<file path="config.mk">
export PLATFORM = sky130hd
export DESIGN_NAME = cnt_delta_capture
export DESIGN_NICKNAME = d
export VERILOG_FILES = /design/src/rtl/cnt_delta_capture.sv
export SDC_FILE = /design/constraint.sdc
export NUM_CORES = 1
export LEC_CHECK = 0
export CAP_MARGIN = 20
export CORE_UTILIZATION = 49
export CTS_CLUSTER_DIAMETER = 40
export DETAILED_ROUTE_END_ITERATION = 10
export HOLD_SLACK_MARGIN = 0.15
export PLACE_DENSITY = 0.79
export SLEW_MARGIN = 20
export SYNTH_ARGS = -nofsm -noshare
export SYNTH_HDL_FRONTEND = slang
export SYNTH_SLANG_ARGS = --single-unit
</file>
<file path="constraint.sdc">
create_clock -name clk -period 4.1 [get_ports clk]
set_clock_uncertainty 0.2 [all_clocks]
set_input_delay 0.82 -clock clk [delete_from_list [all_inputs] [get_ports clk]]
set_output_delay 0.82 -clock clk [all_outputs]
set_load 0.02 [all_outputs]
</file>
<file path="src/rtl/cnt_delta_capture.sv">
// Interval capture against the shared cntr timebase.
// Each rising edge of the asynchronous event input takes a timestamp from
// Q_in. From the second event onward, the block reports the modular
// difference from the previous timestamp through a valid/ready register.
// A result that arrives while the register still holds an unread one is
// dropped, and the dropped result sets a sticky overrun flag.
//
// state    | meaning
// ---------+----------------------------------------------------------
// ST_IDLE  | no reference timestamp; the next event only arms
// ST_ARMED | last_ts holds a valid reference; each event yields a delta

module cnt_delta_capture #(
    parameter int N           = 4,
    parameter int SYNC_STAGES = 2
) (
    input  logic         clk,
    input  logic         reset,
    input  logic [N-1:0] Q_in,
    input  logic         evt_in,
    input  logic         delta_ready,
    input  logic         ovr_clr,
    output logic [N-1:0] delta,
    output logic         delta_valid,
    output logic         overrun,
    output logic         armed
);

    typedef enum logic {
        ST_IDLE  = 1'b0,
        ST_ARMED = 1'b1
    } state_t;

    state_t                 state_q, state_d;
    logic [SYNC_STAGES-1:0] sync_q, sync_d;
    logic                   s_prev_q, s_prev_d;
    logic [N-1:0]           last_ts_q, last_ts_d;
    logic [N-1:0]           delta_q, delta_d;
    logic                   valid_q, valid_d;
    logic                   ovr_q, ovr_d;

    logic                   evt_edge;
    logic [N-1:0]           diff;
    logic                   slot_free;

    assign evt_edge  = sync_q[SYNC_STAGES-1] & ~s_prev_q;
    // Modular subtraction handles counter wrap without any special case.
    assign diff      = Q_in - last_ts_q;
    // The slot is free if it is empty, or if it is being drained on this edge.
    assign slot_free = ~valid_q | delta_ready;

    // Synchronizer shift and edge-history next values.
    always_comb begin
        sync_d   = {sync_q[SYNC_STAGES-2:0], evt_in};
        s_prev_d = sync_q[SYNC_STAGES-1];
    end

    // Next state, timestamp, output register and overrun flag.
    always_comb begin
        state_d   = state_q;
        last_ts_d = last_ts_q;
        delta_d   = delta_q;
        valid_d   = valid_q;
        ovr_d     = ovr_q;

        if (valid_q && delta_ready) begin
            valid_d = 1'b0;
        end

        if (ovr_clr) begin
            ovr_d = 1'b0;
        end

        if (evt_edge) begin
            // The reference always advances, even when the result is dropped.
            last_ts_d = Q_in;
            case (state_q)
                ST_IDLE: begin
                    state_d = ST_ARMED;
                end
                ST_ARMED: begin
                    if (slot_free) begin
                        delta_d = diff;
                        valid_d = 1'b1;
                    end else begin
                        // A drop overrides a simultaneous clear.
                        ovr_d = 1'b1;
                    end
                end
                default: begin
                    state_d = ST_IDLE;
                end
            endcase
        end
    end

    // All state registers, cleared asynchronously.
    always_ff @(posedge clk or posedge reset) begin
        if (reset) begin
            state_q   <= ST_IDLE;
            sync_q    <= '0;
            s_prev_q  <= 1'b0;
            last_ts_q <= '0;
            delta_q   <= '0;
            valid_q   <= 1'b0;
            ovr_q     <= 1'b0;
        end else begin
            state_q   <= state_d;
            sync_q    <= sync_d;
            s_prev_q  <= s_prev_d;
            last_ts_q <= last_ts_d;
            delta_q   <= delta_d;
            valid_q   <= valid_d;
            ovr_q     <= ovr_d;
        end
    end

    assign delta       = delta_q;
    assign delta_valid = valid_q;
    assign overrun     = ovr_q;
    assign armed       = (state_q == ST_ARMED);

endmodule

</file>
==> qor.txt <==
first-pass GRT wire length - 1650 µm
Post-CTS Setup Bufs - 0
Worst EP required - 3.08 ns
share of cells above drive strength 1 - 20.3%
commonest non-fill, non-tap cell in the layout - clkdlybuf4s50_1
CP Launch Type - flip-flop
CTS Sinks - 14
Area growth syn-to-layout - 31.2%
Reg-to-Reg Start - last_ts_q[0]
final-report hold violation count - 0
# diodes - 0
max_cap viols - 0
H-tree levels - 1
most frequent cells in the layout - 15 x clkdlybuf4s50_1, 14 x dfrtp_1, 7 x inv_1
setup slack, reg-to-reg - 2.43 ns
CTS Buffer Depth - 2
Max FO, Critical Path - 3
element type at the critical path end - primary output
IO Pins - 16
Max Clock Freq - 0.429 GHz
final setup violation count - 0
YS warnings - 0
CP max-delay cell - clkdlybuf4s50_1
Worst R2R Path Depth - 5
min cycle time layout - 2.33 ns
flops & latches, synth - 14
die height - 38.5 µm
post-CTS sizing - 0
First-pass DRT Iterations - 2
initial core utilization - 55.9%
hold path start - sync_q[0]
Slew @ Worst Pin - 0.508 ns
worst path cell trace - clkdlybuf4s50_1
synth unique cells - 21
cell row count - 12
routed wire length - 1060 µm
max incr delay on CP - 0.62 ns
RSZ-0062 raised after global routing - no
Mapped Area - 654 µm²
Skew-Pair Late Insertion Delay - 0.28 ns
Die W - 38.5 µm
Tot GR Track Use - 17.4%
overflow left after global routing - 0
antenna violations before repair - 0
CTS hold repair buffers - 0
Power Dens Cells - 458 nW/µm²
leakage power - 0.390 nW
sequential cell area fraction in the yosys report - 53.5%
die area - 1490 µm²
Syn Nets - 63
Seq. cell area - 350 µm²
dpl ws - 1.48 ns
Vias per Instance - 5.18
Iter 0 DRT Violations - 3
RePlAce Congestion - 0.705
Routed Antenna Nets - 0
core area - 1170 µm²
clock slew at reported path FFs - 0.08 ns
DRC violations left - 0
Hold Crit Class - flip-flop to flip-flop
Final Slew Violations - 0
Root Driver - clkbuf_4
fillers - 85
Worst path depth - 1
Hold Path End - sync_q[1]
hold depth - 0
CTS buffer count - 3
largest vdd supply drop - 0.294 mV
PortBufs - 15
CTS tree - built
family with the most delay on the worst path - buffers and inverters
status - finished clean
WP buf/inv - 1
Tot Pwr - 0.000393 W
DP HPWL - 818 µm
R2R Path End - delta[2]
largest net degree at the start of global routing - 15
critical setup path kind - flip-flop to primary output
Mean Syn Cell Area - 13.1 µm²
average routed wire per standard cell - 12.7 µm
Multi-input gate area - 278 µm²
final worst setup slack - 1.77 ns
vias in the first global route - 440
setup tns final - 0 ns
Vias - 430
Syn Inst Count - 50
Worst EP arrival - 1.31 ns
max_slew headroom - 66.1%
nets - 83
period utilization - 56.8%
-- area by class of cell --
type | count | share of cell area, %
Timing Repair Buffer | 15 | 17.5
Clock buffer | 4 | 4.23
Sequential cell | 14 | 40.8
Multi-Input combinational cell | 29 | 32.4
Tap cell | 14 | 2.04
Inverter | 7 | 3.06
-- routing by layer --
layer | global-route usage [%] | vias to the layer above | wire length, µm
met5 | 0 | - | 0
met4 | 12.9 | 0 | 34
met3 | 3.49 | 5 | 57
met2 | 30.0 | 16 | 522
met1 | 18.4 | 206 | 444
li1 | - | 203 | -
-- synth_stat cells --
cell,instances,share of area [%]
nand2b_1,1,0.96
mux2_4,2,4.6
o41ai_2,1,2.5
dfrtp_1,14,54
mux2i_1,1,1.5
and2b_4,1,1.5
mux2_2,2,3.4
nand3b_4,1,3.1
inv_1,7,4.0
and3_1,1,0.96
a21oi_1,2,1.5
nand2_1,3,1.7
o22ai_1,1,0.96
ha_1,3,5.7
nand3b_1,1,1.1
xor2_1,2,2.7
nor2_4,1,1.7
o21ai_0,3,2.3
or2_2,1,0.96
fa_1,1,3.1
nor2b_4,1,2.1
-- kinds of logic after synthesis --
family | Yosys count | share of synthesized area, %
adders and majority gates | 4 | 8.80
and+or+nand+nor | 11 | 14.2
xor gates and xnor gates | 2 | 2.68
AOI/OAI and AO/OA | 7 | 7.27
buffers and inverters | 7 | 4.02
DFF | 14 | 53.5
muxes | 5 | 9.56
-- stage by stage --
| step | instance area [µm²] | hold WS, ns | utilization (%) | std cells |
|---|---|---|---|---|
| 3_3_place_gp | 822 | 0.133 | 70.2 | 79 |
| 6_report | 858 | 0.159 | 73.3 | 83 |
| 3_5_place_dp | 822 | 0.138 | 70.2 | 79 |
| 2_1_floorplan | 654 | 0.131 | - | 50 |
| 5_1_grt | 858 | 0.176 | 73.3 | 83 |
| 4_1_cts | 858 | 0.166 | 73.3 | 83 |
-- worst max-delay path by stage --
stage,from,end,slack (ns)
after floorplan,Q_in[0],delta[2],1.99
after global placement,Q_in[0],delta[2],1.53
after detailed placement,Q_in[0],delta[2],1.48
after CTS,armed,armed,1.76
after global routing,armed,armed,1.71
final,armed,armed,1.77
-- state kept, by name (all words and copies together) (netlist names) --
| name | flops |
|---|---|
| armed | 1 |
| sync_q | 2 |
| last_ts_q | 4 |
| delta | 4 |
| delta_valid | 1 |
| overrun | 1 |
| s_prev_q | 1 |
-- power by group --
group          internal (W)  leakage, nW  switching, W
registers          0.000161        0.165     0.0000120
logic             0.0000666        0.204     0.0000566
clock network     0.0000541       0.0210     0.0000432
total              0.000282        0.390      0.000112
Note: power is estimated with default switching activity, not from simulation.
==> variant 1: new RTL, same flow settings <==
The parameter `N` goes from 4 to 5.
--- a/src/rtl/cnt_delta_capture.sv
+++ b/src/rtl/cnt_delta_capture.sv
@@ -13,3 +13,3 @@
 module cnt_delta_capture #(
-    parameter int N           = 4,
+    parameter int N           = 5,
     parameter int SYNC_STAGES = 2
Interface: changed (resized Q_in and delta); port bits go from 16 to 18. No check against the original RTL was run, so the function may have changed too.
==> variant 1 against the original RTL <==
- sequential power up 14%
- sequential cell count grew 2
- first-iteration DRC count is the same
- synthesized cell count is 26% higher
- synthesized area rose by 13%
- worst setup slack lost 0.18 ns
- sequential share of layout area is 1.5 points higher
- final area is 10% higher
- total power increased by 4.5%
- routed wire length is 16% higher
==> variant 1: results (changes against the original RTL) <==
----------------------------------------------------
[Logic synthesis]
  Ranking of synthesized cells by instance count ... 16 x sky130_fd_sc_hd__dfrtp_1, 9 x sky130_fd_sc_hd__nand2_1, 8 x sky130_fd_sc_hd__inv_1 (was 14 x sky130_fd_sc_hd__dfrtp_1, 7 x sky130_fd_sc_hd__inv_1, 3 x sky130_fd_sc_hd__ha_1, 3 x sky130_fd_sc_hd__nand2_1, 3 x sky130_fd_sc_hd__o21ai_0)
  Post-Synthesis Net Count ... 78 (was 63)
  Cell variety after synth ... 24 (was 21)
  Proportion of synthesized chip area in sequential cells ... 53.96% (was 53.54%)
  Largest cells by area after synthesis ... sky130_fd_sc_hd__dfrtp_1 54%, sky130_fd_sc_hd__ha_1 6.7%, sky130_fd_sc_hd__nand2_1 4.6%, sky130_fd_sc_hd__inv_1 4.0%, sky130_fd_sc_hd__o21ai_0 3.4% (was sky130_fd_sc_hd__dfrtp_1 54%, sky130_fd_sc_hd__ha_1 5.7%, sky130_fd_sc_hd__mux2_4 4.6%, sky130_fd_sc_hd__inv_1 4.0%, sky130_fd_sc_hd__mux2_2 3.4%)

[Worst setup path]
  Reg2Reg Setup Slack ... 2.25 ns (was 2.43 ns)
  Cell family contributing the most delay on the critical path ... adder cells (was buffers and inverters)
  Worst setup SP type ... input port (was flip-flop)
  Start of the worst register-to-register path ... last_ts_q[0]$_DFFE_PP0N_ (was last_ts_q[0]$_DFFE_PP0P_)
  Critical path's largest stage delay ... 0.42 ns (was 0.62 ns)
  Worst setup endpoint ... delta[4]$_DFFE_PP0P_ (was armed)
  Max FO, Critical Path ... 2 (was 3)
  Worst-case reg-to-reg path depth ... 7 (was 5)
  Launching instance or port of the critical path ... Q_in[0] (was armed$_DFFE_PP0P_)
  Data arrival, critical path ... 2.48 ns (was 1.31 ns)

[Run status]
  Run status ... finished clean (unchanged)

[Power and ir drop]
  Cell internal power dissipation ... 0.2891 mW (was 0.2816 mW)
  Combinational Power Share ... 33.5% (was 31.3%)
  Seq. pwr ... 0.197 mW (was 0.173 mW)
  Standby leakage power ... 0.4281 nW (was 0.3903 nW)

[Final layout]
  Fillcell total ... 107 (was 85)
  Final layout net count ... 99 (was 83)
  Share of layout cells above drive strength 1 ... 14.63% (was 20.29%)

[Placement]
  Last weighted congestion value of the routability-driven placer ... 0.7105 (was 0.7054)
  Count of buffers inserted at the top-level ports ... 17 (was 15)
  Post-DP HPWL ... 953.6 µm (was 817.5 µm)

[STA]
  Max-slew headroom at the worst pin ... 60.80% (was 66.07%)

[Worst hold path]
  Instance count along the most critical hold path ... 0 (unchanged)

[GRT]
  Total routing resource utilization after global routing ... 19.09% (was 17.41%)
  Via count of the first global-routing pass ... 437 (was 440)
  Global-route wire length before repair ... 1938 µm (was 1649 µm)
  Maximum number of pins on one net before global-route repair ... 17 (was 15)

[Detailed routing]
  Detailed-routing iteration count for the pre-antenna-repair pass ... 4 (was 2)
  Total detailed-routing wirelength ... 1227 µm (was 1057 µm)
  Routed vias/inst ... 4.918 (was 5.181)

----------------------------------------------------
variant 1: per-stage QoR:
stage                     setup WS (ns)  instance area, µm²  std cells  power [mW]  hold slack [ns]
after floorplan                   1.825               742.0         63      0.2811           0.1312
after global placement            1.352               923.4         94      0.3329           0.1332
after detailed placement          1.316               923.4         94      0.3384           0.1608
after CTS                         1.590               945.9         97      0.4162           0.1868
after global routing              1.524               945.9         97      0.4398           0.1856
final                             1.591               945.9         97      0.4112           0.1774
variant 1: final cells by class:
type                       count  area share [%]
multi-input combinational     38           32.14
tap                           15           1.984
sequential                    16           42.33
inverter                       8           3.175
clock buffer                   3           2.381
timing repair buffer          17           17.99
variant 1: logic make-up after synthesis:
logic type,count (synthesis),share of synthesized area (%)
DFF,16,53.96
xor gates and xnor gates,3,3.542
muxes,3,5.058
adders and majority gates,5,9.444
buffers and inverters,9,5.060
AOI/OAI and AO/OA,12,10.29
and+or+nand+nor,15,12.65
variant 1: worst register-to-register path: stages (launching register included):
cell and delay [ns]:
sky130_fd_sc_hd__dfrtp_1 0.36, sky130_fd_sc_hd__ha_1 0.18, sky130_fd_sc_hd__inv_1 0.06, sky130_fd_sc_hd__fa_1 0.39, sky130_fd_sc_hd__a21o_1 0.20, sky130_fd_sc_hd__a21oi_2 0.14
sky130_fd_sc_hd__xnor2_1 0.14, sky130_fd_sc_hd__o21ai_2 0.06
variant 1: metal layers:
metal  global-route usage (%)  vias to the layer above  part of all wire (%)
met5                        0                        -                     0
met4                    10.00                        0                  0.98
met3                    4.891                        2                   3.0
met2                    32.03                       10                    51
met1                    21.99                      222                    45
li1                         -                      243                     -
==> variant 2: new RTL, same flow settings <==
Without the edit above. Reset style: synchronous (`reset`), changed in one clocked block. Comments in the files are not updated.
--- a/src/rtl/cnt_delta_capture.sv
+++ b/src/rtl/cnt_delta_capture.sv
@@ -97,3 +97,3 @@
     // All state registers, cleared asynchronously.
-    always_ff @(posedge clk or posedge reset) begin
+    always_ff @(posedge clk) begin
         if (reset) begin
Function: differs if reset is asserted again (counterexample within 4 cycles, from zero or initial values and one cycle with reset high); with reset held inactive, the same outputs for 10 cycles.
==> variant 2 against the original RTL <==
- worst setup slack improved by 0.043 ns
- sequential cell count did not move
- final area fell by 5.2%
- via count rose by 9.5%
- highest routed layer unchanged
- largest cell class is now multi-input combinational cells
- register-to-register slack improved by 0.10 ns
- critical path type unchanged
- routed wire length fell by 4.8%
- maximum frequency rose by 1.9%
- critical path depth did not move
- synthesized area fell by 3.8%
Power is not compared: it rests on default switching activity, and its combinational part moved more than twofold at a synthesized area within 25%.
==> variant 2: results (changes against the original RTL) <==
----------------------------------------------------
[Run status]
  Run status ... finished clean (unchanged)

[GRT]
  Maximum number of pins on one net before global-route repair ... 16 (was 15)
  Global-route wire length before repair ... 1635 µm (was 1649 µm)
  Total routing resource utilization after global routing ... 17.06% (was 17.41%)
  Via count of the first global-routing pass ... 404 (was 440)

[Logic synthesis]
  Synth Area in XOR/XNOR ... 2.783% (was 2.677%)
  Cell variety after synth ... 22 (was 21)
  Syn_area_per_cell ... 9.834 µm² (was 13.09 µm²)
  Fraction of synthesized area in multiplexers ... 6.362% (was 9.560%)
  Largest cells by area after synthesis ... sky130_fd_sc_hd__dfxtp_1 45%, sky130_fd_sc_hd__nor2b_1 7.0%, sky130_fd_sc_hd__mux2i_1 6.4%, sky130_fd_sc_hd__ha_1 6.0%, sky130_fd_sc_hd__a21oi_1 5.6% (was sky130_fd_sc_hd__dfrtp_1 54%, sky130_fd_sc_hd__ha_1 5.7%, sky130_fd_sc_hd__mux2_4 4.6%, sky130_fd_sc_hd__inv_1 4.0%, sky130_fd_sc_hd__mux2_2 3.4%)
  Proportion of synthesized chip area in sequential cells ... 44.53% (was 53.54%)
  Ys async rst share ... 0% (was 100.0%)

[Detailed routing]
  Routed vias/inst ... 5.011 (was 5.181)
  Detailed-routed wire length on met2 ... 452 µm (was 522 µm)
  Total detailed-routing wirelength ... 1006 µm (was 1057 µm)
  Routed length on met1 ... 488 µm (was 444 µm)

[Worst setup path]
  Data arrival, critical path ... 1.27 ns (was 1.31 ns)
  Max FO, Critical Path ... 4 (was 3)
  Launching instance or port of the critical path ... armed$_SDFFE_PP0P_ (was armed$_DFFE_PP0P_)

[Worst hold path]
  Instance count along the most critical hold path ... 1 (was 0)
  Hold wc startpoint ... sync_q[0]$_SDFF_PP0_ (was sync_q[0]$_DFF_PP0_)

[STA]
  Worst Hold Margin ... 0.2458 ns (was 0.1591 ns)

[Placement]
  Placed cell count ... 90 (was 79)
  Post-DP HPWL ... 747.7 µm (was 817.5 µm)

[Final layout]
  Fillcell total ... 96 (was 85)

----------------------------------------------------
-- variant 2: cell types whose count changed after synthesis, sizes merged, moves of 3 or more --
cell and change:
dfrtp -14, a21oi +5, nor2b +6, mux2i +3, inv -3, dfxtp +14
mux2 -4, nor2 +6
-- variant 2: final cells by class --
cell class	count	area share, %
inverter	4	1.846
multi-input combinational	43	38.62
timing repair buffer	15	18.46
sequential	14	34.46
clock buffer	4	4.462
tap	14	2.154
-- variant 2: report_power, final --
group / leakage, nW / switching [mW] / internal [mW] / total (mW)
sequential: 0.114 / 0.00185 / 0.139 / 0.141
combinational: 0.173 / 0.0136 / 0.0160 / 0.0296
clock: 0.0210 / 0.0440 / 0.0540 / 0.0980
-- variant 2: per-layer routing --
layer  GRT usage [%]  up-vias
met4           13.39        0
met5               0        -
li1                -      247
met1           21.40      207
met3           5.357        4
met2           23.71       13
